===== src/rtl/dcache_ctrl.sv =====
// Blocking direct-mapped write-through data cache: load hits return data in the same cycle, and a load miss takes WORDS beats plus 1 cycle.
// Load misses and all stores hold stall_cache until their memory beats complete; mem_req holds stable until mem_valid.
module dcache_ctrl #(
  parameter int LINES = 16,
  parameter int WORDS = 4
) (
  input  logic        clk,
  input  logic        rst_n,
  input  logic        cpu_req,
  input  logic        cpu_we,
  input  logic [31:0] cpu_addr,
  input  logic [31:0] cpu_wdata,
  output logic [31:0] cpu_rdata,
  output logic        stall_cache,
  output logic        mem_req,
  output logic        mem_we,
  output logic [31:0] mem_addr,
  output logic [31:0] mem_wdata,
  input  logic [31:0] mem_rdata,
  input  logic        mem_valid
);

  localparam int WB = $clog2(WORDS);
  localparam int IB = $clog2(LINES);
  localparam int TB = 30 - WB - IB;

  typedef enum logic [1:0] {IDLE, REFILL, WRITE, WDONE} state_t;
  state_t state, state_nxt;

  logic [31:0]      data_q [LINES][WORDS];
  logic [TB-1:0]    tag_q  [LINES];
  logic [LINES-1:0] valid_q;
  logic [29:0]      req_waddr;
  logic [31:0]      req_wdata;
  logic [WB-1:0]    beat;

  logic [WB-1:0] c_word, r_word;
  logic [IB-1:0] c_idx, r_idx;
  logic [TB-1:0] c_tag, r_tag;
  logic          c_hit, r_hit, last_beat, unused_off;

  assign c_word     = cpu_addr[2 +: WB];
  assign c_idx      = cpu_addr[2+WB +: IB];
  assign c_tag      = cpu_addr[31 -: TB];
  assign r_word     = req_waddr[0 +: WB];
  assign r_idx      = req_waddr[WB +: IB];
  assign r_tag      = req_waddr[29 -: TB];
  assign c_hit      = valid_q[c_idx] && (tag_q[c_idx] == c_tag);
  assign r_hit      = valid_q[r_idx] && (tag_q[r_idx] == r_tag);
  assign last_beat  = (beat == WB'(WORDS - 1));
  assign unused_off = ^cpu_addr[1:0];

  always_ff @(posedge clk or negedge rst_n) begin
    if (!rst_n) state <= IDLE;
    else        state <= state_nxt;
  end

  always_comb begin
    state_nxt = state;
    unique case (state)
      IDLE: begin
        if (cpu_req && cpu_we)      state_nxt = WRITE;
        else if (cpu_req && !c_hit) state_nxt = REFILL;
      end
      REFILL:  if (mem_valid && last_beat) state_nxt = IDLE;
      WRITE:   if (mem_valid) state_nxt = WDONE;
      WDONE:   state_nxt = IDLE;
      default: state_nxt = IDLE;
    endcase
  end

  // Outputs are gated by rst_n so a held pipeline request cannot raise stall during reset.
  always_comb begin
    stall_cache = 1'b0;
    cpu_rdata   = 32'd0;
    mem_req     = 1'b0;
    mem_we      = 1'b0;
    mem_addr    = 32'd0;
    mem_wdata   = 32'd0;
    if (rst_n) begin
      unique case (state)
        IDLE: begin
          stall_cache = cpu_req && (cpu_we || !c_hit);
          if (cpu_req && !cpu_we && c_hit) cpu_rdata = data_q[c_idx][c_word];
        end
        REFILL: begin
          stall_cache = 1'b1;
          mem_req     = 1'b1;
          mem_addr    = {req_waddr[29:WB], beat, 2'b00};
        end
        WRITE: begin
          stall_cache = 1'b1;
          mem_req     = 1'b1;
          mem_we      = 1'b1;
          mem_addr    = {req_waddr, 2'b00};
          mem_wdata   = req_wdata;
        end
        default: ;
      endcase
    end
  end

  always_ff @(posedge clk or negedge rst_n) begin
    if (!rst_n) begin
      valid_q   <= '0;
      req_waddr <= '0;
      req_wdata <= '0;
      beat      <= '0;
    end else begin
      if (state == IDLE && cpu_req && (cpu_we || !c_hit)) begin
        req_waddr <= cpu_addr[31:2];
        beat      <= '0;
        if (cpu_we) req_wdata <= cpu_wdata;
        else        valid_q[c_idx] <= 1'b0;
      end
      if (state == REFILL && mem_valid) begin
        beat <= beat + 1'b1;
        if (last_beat) valid_q[r_idx] <= 1'b1;
      end
    end
  end

  // The refill always overwrites the line. A store updates the line only when the store's line is resident.
  always_ff @(posedge clk) begin
    if (state == REFILL && mem_valid) begin
      data_q[r_idx][beat] <= mem_rdata;
      if (last_beat) tag_q[r_idx] <= r_tag;
    end else if (state == WRITE && mem_valid && r_hit) begin
      data_q[r_idx][r_word] <= req_wdata;
    end
  end

endmodule


===== config.mk =====
export PLATFORM = sky130hd
export DESIGN_NAME = dcache_ctrl
export DESIGN_NICKNAME = d
export VERILOG_FILES = /design/src/rtl/dcache_ctrl.sv
export SDC_FILE = /design/constraint.sdc
export NUM_CORES = 2
export LEC_CHECK = 0
export BUFFER_PORTS_ARGS = -buffer_cell sky130_fd_sc_hd__buf_2
export CORE_UTILIZATION = 30
export CTS_CLUSTER_SIZE = 24
export DETAILED_ROUTE_END_ITERATION = 6
export GPL_TIMING_DRIVEN = 1
export PLACE_DENSITY = 0.5
export RECOVER_POWER = 50
export SLEW_MARGIN = 10
export SYNTH_ARGS = -nofsm -noshare
export SYNTH_HDL_FRONTEND = slang
export SYNTH_SLANG_ARGS = --single-unit

===== constraint.sdc =====
create_clock -name clk -period 4.8 [get_ports clk]
set_input_delay 0 -clock clk [delete_from_list [all_inputs] [get_ports clk]]
set_output_delay 0 -clock clk [all_outputs]
set_load 0.05 [all_outputs]

Yosys cells after proc, flatten, opt, wreduce, memory -nomap -nowiden
Memories as Yosys holds them, arrays and structs flattened.
Cells that the tools add are included.
{"block": "totals", "mem_count": 2, "rom_bits": 0, "output_inout_bits": 99, "latch_bits": 0, "input_bits": 101, "ramBits": 2432, "word_cells": 360, "reg_bits": 82}
{"block": "op_classes", "n_bitwise": 134, "shifts": 0, "div_mod_pow": 0, "multipliers": 0, "magnitude_cmp": 9, "n_reduce_logical": 25, "add_sub_neg": 1, "n_mux": 175, "eq_ne": 9}
{"memory": "data_q", "depth": 16, "width": 128, "rd": 1, "rd_clocked_by_memory_dff": 0, "write_ports": 1, "line_no": "30", "source": "logic [31:0] data_q [LINES][WORDS];"}
{"memory": "tag_q", "depth": 16, "width": 24, "rd": 2, "rd_clocked_by_memory_dff": 0, "write_ports": 1, "line_no": "31", "source": "logic [TB-1:0] tag_q [LINES];"}
{"op": "32-bit 2-to-1 mux", "count": 10}
{"op": "128-bit 2-to-1 mux", "count": 2}
{"op": "1-bit 2-to-1 mux", "count": 143}
{"op": "32-bit demux with 2-bit select", "count": 2}
{"op": "1-bit OR", "count": 128}
{"op": "32-bit binary-select mux with 2-bit select", "count": 1}
{"op": "16-bit 2-to-1 mux", "count": 4}
{"op": "32-bit one-hot mux with 2 select lines", "count": 1}
{"op": "24-bit == test", "count": 2}
{"op": "1-bit logical AND", "count": 17}
{"op": "16-bit AND", "count": 1}
{"op": "16-bit NOT", "count": 1}
{"op": "16-bit OR", "count": 1}
{"op": "2-bit 2-to-1 mux", "count": 6}
{"op": "4-bit by 5-bit < comparator with 1-bit output, second input constant", "count": 2}
{"op": "3-bit >= comparator, second input constant", "count": 3}
{"op": "2-bit NOT with 3-bit output", "count": 3}
{"op": "1-bit binary-select mux with 4-bit select", "count": 2}
{"op": "1-bit demux with 4-bit select", "count": 2}
{"op": "4-bit by 1-bit >= comparator with 1-bit output, second input constant", "count": 2}
{"op": "2-bit one-hot mux with 4 select lines", "count": 1}
{"op": "2-bit == test, second input constant", "count": 3}
{"op": "3-bit by 1-bit < comparator with 1-bit output, second input constant", "count": 2}
{"op": "2-bit != test, second input constant", "count": 2}
{"op": "11 further kinds", "count": 12}

Longest topological paths before layout
{"block": "depth", "word_depth": 11, "ltp_mapped": 15, "mapped_depth_nobuf": 9}

Worst setup path before layout
No wires, ideal clock.
{"block": "synth_path", "kind": "reg-to-reg", "startpoint": "reg req_waddr[2]", "endpoint": "mem data_q[0][32] (netlist bit) (enable)", "path_stages_with_launch": 13, "n_path_buf": 3, "synth_period_minus_slack_ns": 5.132, "arrival_ns": 4.711, "required_time_ns": 4.379, "setup_time_ns": 0.421, "path_slack_ns": -0.332, "cell_sequence": "dfrtp_1 buf_6 buf_2 mux4_2 mux4_2 xnor2_1 nand4_1 a2111oi_2 o2111ai_2 nor3_4 a31oi_2 buf_2 nor2_1"}
{"block": "synth_via", "elab_chain_cells": 8, "word_cells_on_any_way": 10, "cone_classes": "1 x eq/ne; 5 x mux; 1 x bitwise; 2 x reduce/logical; 1 x memory"}
{"item": "from (decl)", "line_no": "33", "source": "logic [29:0] req_waddr;"}
{"item": "from (signal assigned)", "line_no": "111", "source": "req_waddr <= cpu_addr[31:2];"}
{"item": "memory 16 x 24 bit / 1-bit binary-select mux with 4-bit select (equally long branches)"}
{"item": "24-bit == test / 1-bit 2-to-1 mux (equally long branches)", "line_no": "49", "source": "assign r_hit = valid_q[r_idx] && (tag_q[r_idx] == r_tag);"}
{"item": "1-bit logical AND", "line_no": "49"}
{"item": "1-bit logical AND", "line_no": "128", "source": "end else if (state == WRITE && mem_valid && r_hit) begin"}
{"item": "1-bit 2-to-1 mux", "line_no": "128"}
{"item": "1-bit 2-to-1 mux", "line_no": "125", "source": "if (state == REFILL && mem_valid) begin"}
{"item": "128-bit 2-to-1 mux (not written as such)", "line_no": "129", "source": "data_q[r_idx][r_word] <= req_wdata;"}
{"item": "1-bit OR (no line)"}
{"item": "to (decl)", "line_no": "30"}
Parallel ways exist; a longest one is shown, timed or not. The select of a mux whose other input is x is not followed.

Final worst setup path
{"block": "layout_path", "startpoint": "reg req_waddr[2]", "endpoint": "mem data_q[5][106] (netlist bit) (enable)"}
The elaborated chain is that of the path after synthesis.

==> report_table.html <==
<table>
<tr><th>Metric</th><th>Value</th></tr>
<tr><th colspan="2">Floorplanning</th></tr>
<tr><td>Width of the die</td><td>around 590 um</td></tr>
<tr><td>Chip Height</td><td>a little under 600 um</td></tr>
<tr><td>Placeable core region</td><td>340000 um^2</td></tr>
<tr><td>Die ar.</td><td>~340000 um^2</td></tr>
<tr><td>Number of placement rows</td><td>roughly 210</td></tr>
<tr><td>I/O Pins</td><td>200</td></tr>
<tr><td>Effective utilization at floorplan</td><td>0.301</td></tr>
<tr><th colspan="2">CTS</th></tr>
<tr><td>Buffer levels on the longest clock path</td><td>4</td></tr>
<tr><td>Root buf cell</td><td>sky130_fd_sc_hd__clkbuf_16</td></tr>
<tr><td>TritonCTS sink count</td><td>2514</td></tr>
<tr><td>TritonCTS clock tree</td><td>built</td></tr>
<tr><td>Clock buffer count from CTS</td><td>just under 300</td></tr>
<tr><td>Number of H-tree levels</td><td>5</td></tr>
<tr><td>Post-CTS clock slew at the launch and capture registers of the worst setup and hold paths</td><td>about 0.060 ns</td></tr>
<tr><td>Clk Latency, worst-skew pair</td><td>about 0.94 ns</td></tr>
<tr><th colspan="2">Synthesis</th></tr>
<tr><td>Synthesized cell area</td><td>102000 um^2</td></tr>
<tr><td>Share of synthesized flip-flops with an asynchronous set or reset</td><td>0.0326</td></tr>
<tr><td>Post-synth cell types</td><td>68</td></tr>
<tr><td>Cells after synthesis</td><td>roughly 4.5k</td></tr>
<tr><td>Total of warnings raised by yosys</td><td>0</td></tr>
<tr><td>Seq cells post-synth</td><td>about 2.5k</td></tr>
<tr><td>Area share of and/or/nand/nor cells after synthesis</td><td>0.0166</td></tr>
<tr><td>Most used flip-flop cell after synthesis</td><td>sky130_fd_sc_hd__edfxtp_1</td></tr>
<tr><td>Mux contribution to synthesized area</td><td>0.221</td></tr>
<tr><td>Avg Inst Size Synth</td><td>around 23 um^2</td></tr>
<tr><td>Main combinational cell family by area after synthesis</td><td>multiplexers</td></tr>
<tr><td>Portion of the post-synthesis area used by sequential elements</td><td>0.734</td></tr>
<tr><td>Share of synthesized cell area in full adder, half adder and majority cells</td><td>0.00110</td></tr>
<tr><td>Share of the synthesized area in compound gates (AO/OA/AOI/OAI)</td><td>0.0116</td></tr>
<tr><td>EDFF count, synth</td><td>between 2k and 2.5k</td></tr>
<tr><td>Post-synthesis share of cell area spent on xor and xnor gates</td><td>0.00377</td></tr>
<tr><th colspan="2">Global routing</th></tr>
<tr><td>Via count of the first global-routing pass</td><td>53.9k</td></tr>
<tr><td>Maximum number of pins on one net before global-route repair</td><td>~140</td></tr>
<tr><td>Global router's overall resource usage</td><td>0.186</td></tr>
<tr><td>Total overflow reported by the global router</td><td>0</td></tr>
<tr><td>Antenna violations before repair</td><td>54</td></tr>
<tr><td>Wire length of the first global-routing pass</td><td>about 440 mm</td></tr>
<tr><th colspan="2">Timing</th></tr>
<tr><td>Unrepaired setup endpoints after global routing</td><td>true</td></tr>
<tr><td>Worst hold-check slack</td><td>around 0.046 ns</td></tr>
<tr><td>Upper clock frequency limit</td><td>207 MHz</td></tr>
<tr><td>Slew at the pin closest to its max-slew limit</td><td>~3.1 ns</td></tr>
<tr><td>Max-slew violation count</td><td>118</td></tr>
<tr><td>Fin. Hold Viols</td><td>0</td></tr>
<tr><td>Final count of negative-setup-slack endpoints</td><td>76</td></tr>
<tr><td>Final total negative setup slack</td><td>-0.778 ns</td></tr>
<tr><td>Setup WS post-layout</td><td>-0.0320 ns</td></tr>
<tr><td>Clock Skews</td><td>0.124 ns</td></tr>
<tr><td>Max transition margin</td><td>-1.05</td></tr>
<tr><td>Time the worst path needs with I/O delays and setup</td><td>approximately 4.8 ns</td></tr>
<tr><td>Ratio of final minimum period to clock period</td><td>1.01</td></tr>
<tr><th colspan="2">Layout</th></tr>
<tr><td>Synth-to-layout area growth</td><td>24.2%</td></tr>
<tr><td>Multi-input combinational cell area</td><td>~27000 um^2</td></tr>
<tr><td>Final cell area excluding filler cells</td><td>roughly 130000 um^2</td></tr>
<tr><td>Register area</td><td>75100 um^2</td></tr>
<tr><td>Proportion of layout cells with a drive suffix above 1</td><td>0.395</td></tr>
<tr><td>Layout fillers</td><td>30.9k</td></tr>
<tr><td>Post-layout instance count excluding filler cells</td><td>approximately 10k</td></tr>
<tr><td>Layout net count</td><td>between 5k and 6k</td></tr>
<tr><th colspan="2">Route</th></tr>
<tr><td>Vias per inst</td><td>about 5.3</td></tr>
<tr><td>Vias after detailed routing</td><td>54.1k</td></tr>
<tr><td>Iteration-0 DRC Markers</td><td>roughly 5.8k</td></tr>
<tr><td>Wire per inst</td><td>roughly 33 um</td></tr>
<tr><td>Number of iterations in the first detailed-routing pass</td><td>6</td></tr>
<tr><td>Wire length after detailed routing</td><td>between 300 and 400 mm</td></tr>
<tr><td>DRC violations left</td><td>0</td></tr>
<tr><td>Number of antenna-violating nets in the routed design</td><td>0</td></tr>
<tr><th colspan="2">Placed design</th></tr>
<tr><td>Final weighted congestion in routability-driven placement</td><td>approximately 0.81</td></tr>
<tr><td>Placed inst area</td><td>roughly 110000 um^2</td></tr>
<tr><td>Half-perimeter wire length after detailed placement</td><td>just under 200 mm</td></tr>
<tr><td>Placed Instances</td><td>around 9.4k</td></tr>
<tr><td>Post-Place Worst Slack</td><td>-0.388 ns</td></tr>
<tr><td>Port buffer count</td><td>roughly 200</td></tr>
<tr><th colspan="2">Worst hold path</th></tr>
<tr><td>Worst min-delay path category</td><td>primary input to register</td></tr>
<tr><td>Worst hold endpoint</td><td>req_waddr[13]</td></tr>
<tr><td>Worst hold stages</td><td>3</td></tr>
<tr><td>Startpoint of the lowest-slack hold path</td><td>cpu_addr[15]</td></tr>
<tr><th colspan="2">Worst setup path</th></tr>
<tr><td>Capture point of the worst reg-to-reg path</td><td>data_q[5][106]</td></tr>
<tr><td>Worst endpoint required time</td><td>roughly 5.4 ns</td></tr>
<tr><td>Worst r2r path cells</td><td>17</td></tr>
<tr><td>Critical path data arrival time</td><td>5.42 ns</td></tr>
<tr><td>Startpoint of the most critical register-to-register path</td><td>req_waddr[2]</td></tr>
<tr><td>Type of origin of the critical path</td><td>register</td></tr>
<tr><td>Start-to-end type of the worst setup path</td><td>register to register</td></tr>
<tr><td>Setup slack, reg-to-reg</td><td>-0.03 ns</td></tr>
<tr><td>Sort of element at the end of the critical path</td><td>register</td></tr>
<tr><td>Largest fanout on the critical path</td><td>13</td></tr>
<tr><th colspan="2">Power</th></tr>
<tr><td>Worst IR drop on VDD</td><td>between 0.2 and 0.3 mV</td></tr>
<tr><td>Power density over the cells</td><td>between 400 and 500 nW/um^2</td></tr>
<tr><td>Reported leakage power</td><td>40.5 nW</td></tr>
<tr><th colspan="2">Run status</th></tr>
<tr><td>Violated checks</td><td>capacitance limit, slew limit, setup timing</td></tr>
<tr><td>Outcome</td><td>finished with violations</td></tr>
<tr><th colspan="2">Job</th></tr>
<tr><td>Max Cap Violations</td><td>5</td></tr>
</table>
==> sequential cells by signal, indices dropped and copies added (netlist names) <==
register / count
beat: 2
tag_q: 384
req_wdata: 32
state: 2
req_waddr: 30
valid_q: 16
data_q: 2048
==> per-layer routing <==
metal / vias up / track usage / share of wire
met4: 24 / 0.0426 / 0.024
met3: 440 / 0.0301 / 0.078
met2: 2356 / 0.300 / 0.48
met5: - / 0 / 0.00045
met1: 30000 / 0.263 / 0.42
li1: 21200 / - / -
==> cells in the final DEF, fill, tap and decap left out, types with 14 or more instances in the layout <==
| cell type | n |
|---|---|
| sky130_fd_sc_hd__and2_1 | 23 |
| sky130_fd_sc_hd__and3_1 | 37 |
| sky130_fd_sc_hd__buf_12 | 230 |
| sky130_fd_sc_hd__buf_2 | 134 |
| sky130_fd_sc_hd__buf_4 | 205 |
| sky130_fd_sc_hd__buf_6 | 15 |
| sky130_fd_sc_hd__bufinv_16 | 22 |
| sky130_fd_sc_hd__clkbuf_1 | 96 |
| sky130_fd_sc_hd__clkbuf_16 | 324 |
| sky130_fd_sc_hd__clkbuf_2 | 21 |
| sky130_fd_sc_hd__clkinv_1 | 58 |
| sky130_fd_sc_hd__clkinv_2 | 39 |
| sky130_fd_sc_hd__dfrtp_1 | 79 |
| sky130_fd_sc_hd__diode_2 | 17 |
| sky130_fd_sc_hd__dlygate4sd3_1 | 153 |
| sky130_fd_sc_hd__edfxtp_1 | 2432 |
| sky130_fd_sc_hd__inv_1 | 24 |
| sky130_fd_sc_hd__inv_6 | 16 |
| sky130_fd_sc_hd__mux2_1 | 26 |
| sky130_fd_sc_hd__mux2_2 | 159 |
| sky130_fd_sc_hd__mux2_4 | 32 |
| sky130_fd_sc_hd__mux2i_1 | 88 |
| sky130_fd_sc_hd__mux4_2 | 860 |
| sky130_fd_sc_hd__nand2_1 | 43 |
| sky130_fd_sc_hd__nand3_1 | 19 |
| sky130_fd_sc_hd__nor2_1 | 20 |
| sky130_fd_sc_hd__nor2_4 | 79 |
| sky130_fd_sc_hd__nor2b_1 | 47 |
| sky130_fd_sc_hd__o21ai_0 | 57 |
| sky130_fd_sc_hd__o22ai_1 | 14 |
| sky130_fd_sc_hd__xnor2_1 | 28 |
==> power breakdown <==
part,switching [W],internal [W],total [W]
Clock,0.00909,0.0125,0.0215
Combinational,0.00464,0.00356,0.00820
Sequential,0.00148,0.0252,0.0266
==> worst max-delay path: stages, from the launching register on <==
cell and delay [ns]:
sky130_fd_sc_hd__dfrtp_4 0.46, sky130_fd_sc_hd__buf_12 0.15, sky130_fd_sc_hd__buf_12 0.14, sky130_fd_sc_hd__mux4_2 0.50
sky130_fd_sc_hd__mux4_2 0.51, sky130_fd_sc_hd__xnor2_2 0.24, sky130_fd_sc_hd__nand4_1 0.30, sky130_fd_sc_hd__nor4_2 0.36
sky130_fd_sc_hd__buf_4 0.19, sky130_fd_sc_hd__o2111ai_4 0.22, sky130_fd_sc_hd__buf_6 0.23, sky130_fd_sc_hd__nor3_4 0.15
sky130_fd_sc_hd__buf_12 0.18, sky130_fd_sc_hd__a31oi_4 0.06, sky130_fd_sc_hd__buf_12 0.25, sky130_fd_sc_hd__nor2_4 0.11
sky130_fd_sc_hd__buf_12 0.18, sky130_fd_sc_hd__clkbuf_16 0.25
==> worst max path at each step <==
| stage | start | to | slack, ns | depth (start not counted) |
|---|---|---|---|---|
| 2_1_floorplan | req_waddr[2] | data_q[0][32] | -0.33 | 12 |
| 3_3_place_gp | req_waddr[2] | data_q[0][53] | -0.43 | 14 |
| 3_5_place_dp | req_waddr[2] | data_q[4][53] | -0.39 | 14 |
| 4_1_cts | req_waddr[2] | data_q[10][41] | -0.05 | 18 |
| 5_1_grt | req_waddr[2] | data_q[12][44] | -0.13 | 17 |
| 6_report | req_waddr[2] | data_q[5][106] | -0.03 | 17 |
==> synthesized netlist by cell type (20+ instances only) <==
library cell	number	area share
sky130_fd_sc_hd__edfxtp_1	2432	0.71
sky130_fd_sc_hd__mux4_2	860	0.19
sky130_fd_sc_hd__mux2_2	143	0.016
sky130_fd_sc_hd__clkbuf_1	121	0.0044
sky130_fd_sc_hd__nor2_1	100	0.0037
sky130_fd_sc_hd__mux2i_1	88	0.0086
sky130_fd_sc_hd__buf_1	85	0.0031
sky130_fd_sc_hd__dfrtp_1	82	0.020
sky130_fd_sc_hd__mux2_1	64	0.0070
sky130_fd_sc_hd__o21ai_0	57	0.0028
sky130_fd_sc_hd__buf_2	50	0.0024
sky130_fd_sc_hd__nor2b_1	49	0.0030
sky130_fd_sc_hd__nand2_1	43	0.0016
sky130_fd_sc_hd__and3_1	37	0.0023
sky130_fd_sc_hd__xnor2_1	35	0.0030
sky130_fd_sc_hd__and2_1	28	0.0017
sky130_fd_sc_hd__inv_1	24	0.00088
sky130_fd_sc_hd__nand3_1	20	0.00098
==> cells by family (layout without fill, tap and decap cells) <==
logic type      after synthesis  after routing
flops                      2514           2514
mux                        1155           1165
simple gates                327            327
buf+inv                     301           1388
compound gates              171            171
xor+xnor                     44             44
fa+ha+maj                     9              9
other cells                   1             19
==> final cells by class <==
cell class / count / area share
clock buffers: 359 / 0.0596
diodes: 17 / 0.000335
multi-input cells: 1718 / 0.212
clock inverters: 159 / 0.0124
inverters: 25 / 0.000738
well taps: 4536 / 0.0447
flip-flops and latches: 2514 / 0.591
repair buffers: 845 / 0.0793
==> metrics by stage <==
stage	utilization	total power [W]
floorplan	-	0.0306
global placement	0.335	0.0345
detailed placement	0.335	0.0345
CTS	0.369	0.0566
global route	0.374	0.0580
finish	0.374	0.0564
==> what timing repair did <==
action                                  4_1_cts  5_1_grt
pin swaps                                     7       15
hold endpoints to repair                   1782        0
endpoints found under the setup margin     4081     3039
setup buffers                                21       54
gates resized for setup                      66       79
hold buffers                                154        0
cloned                                        8       46
(Power assumes the default switching activity.)
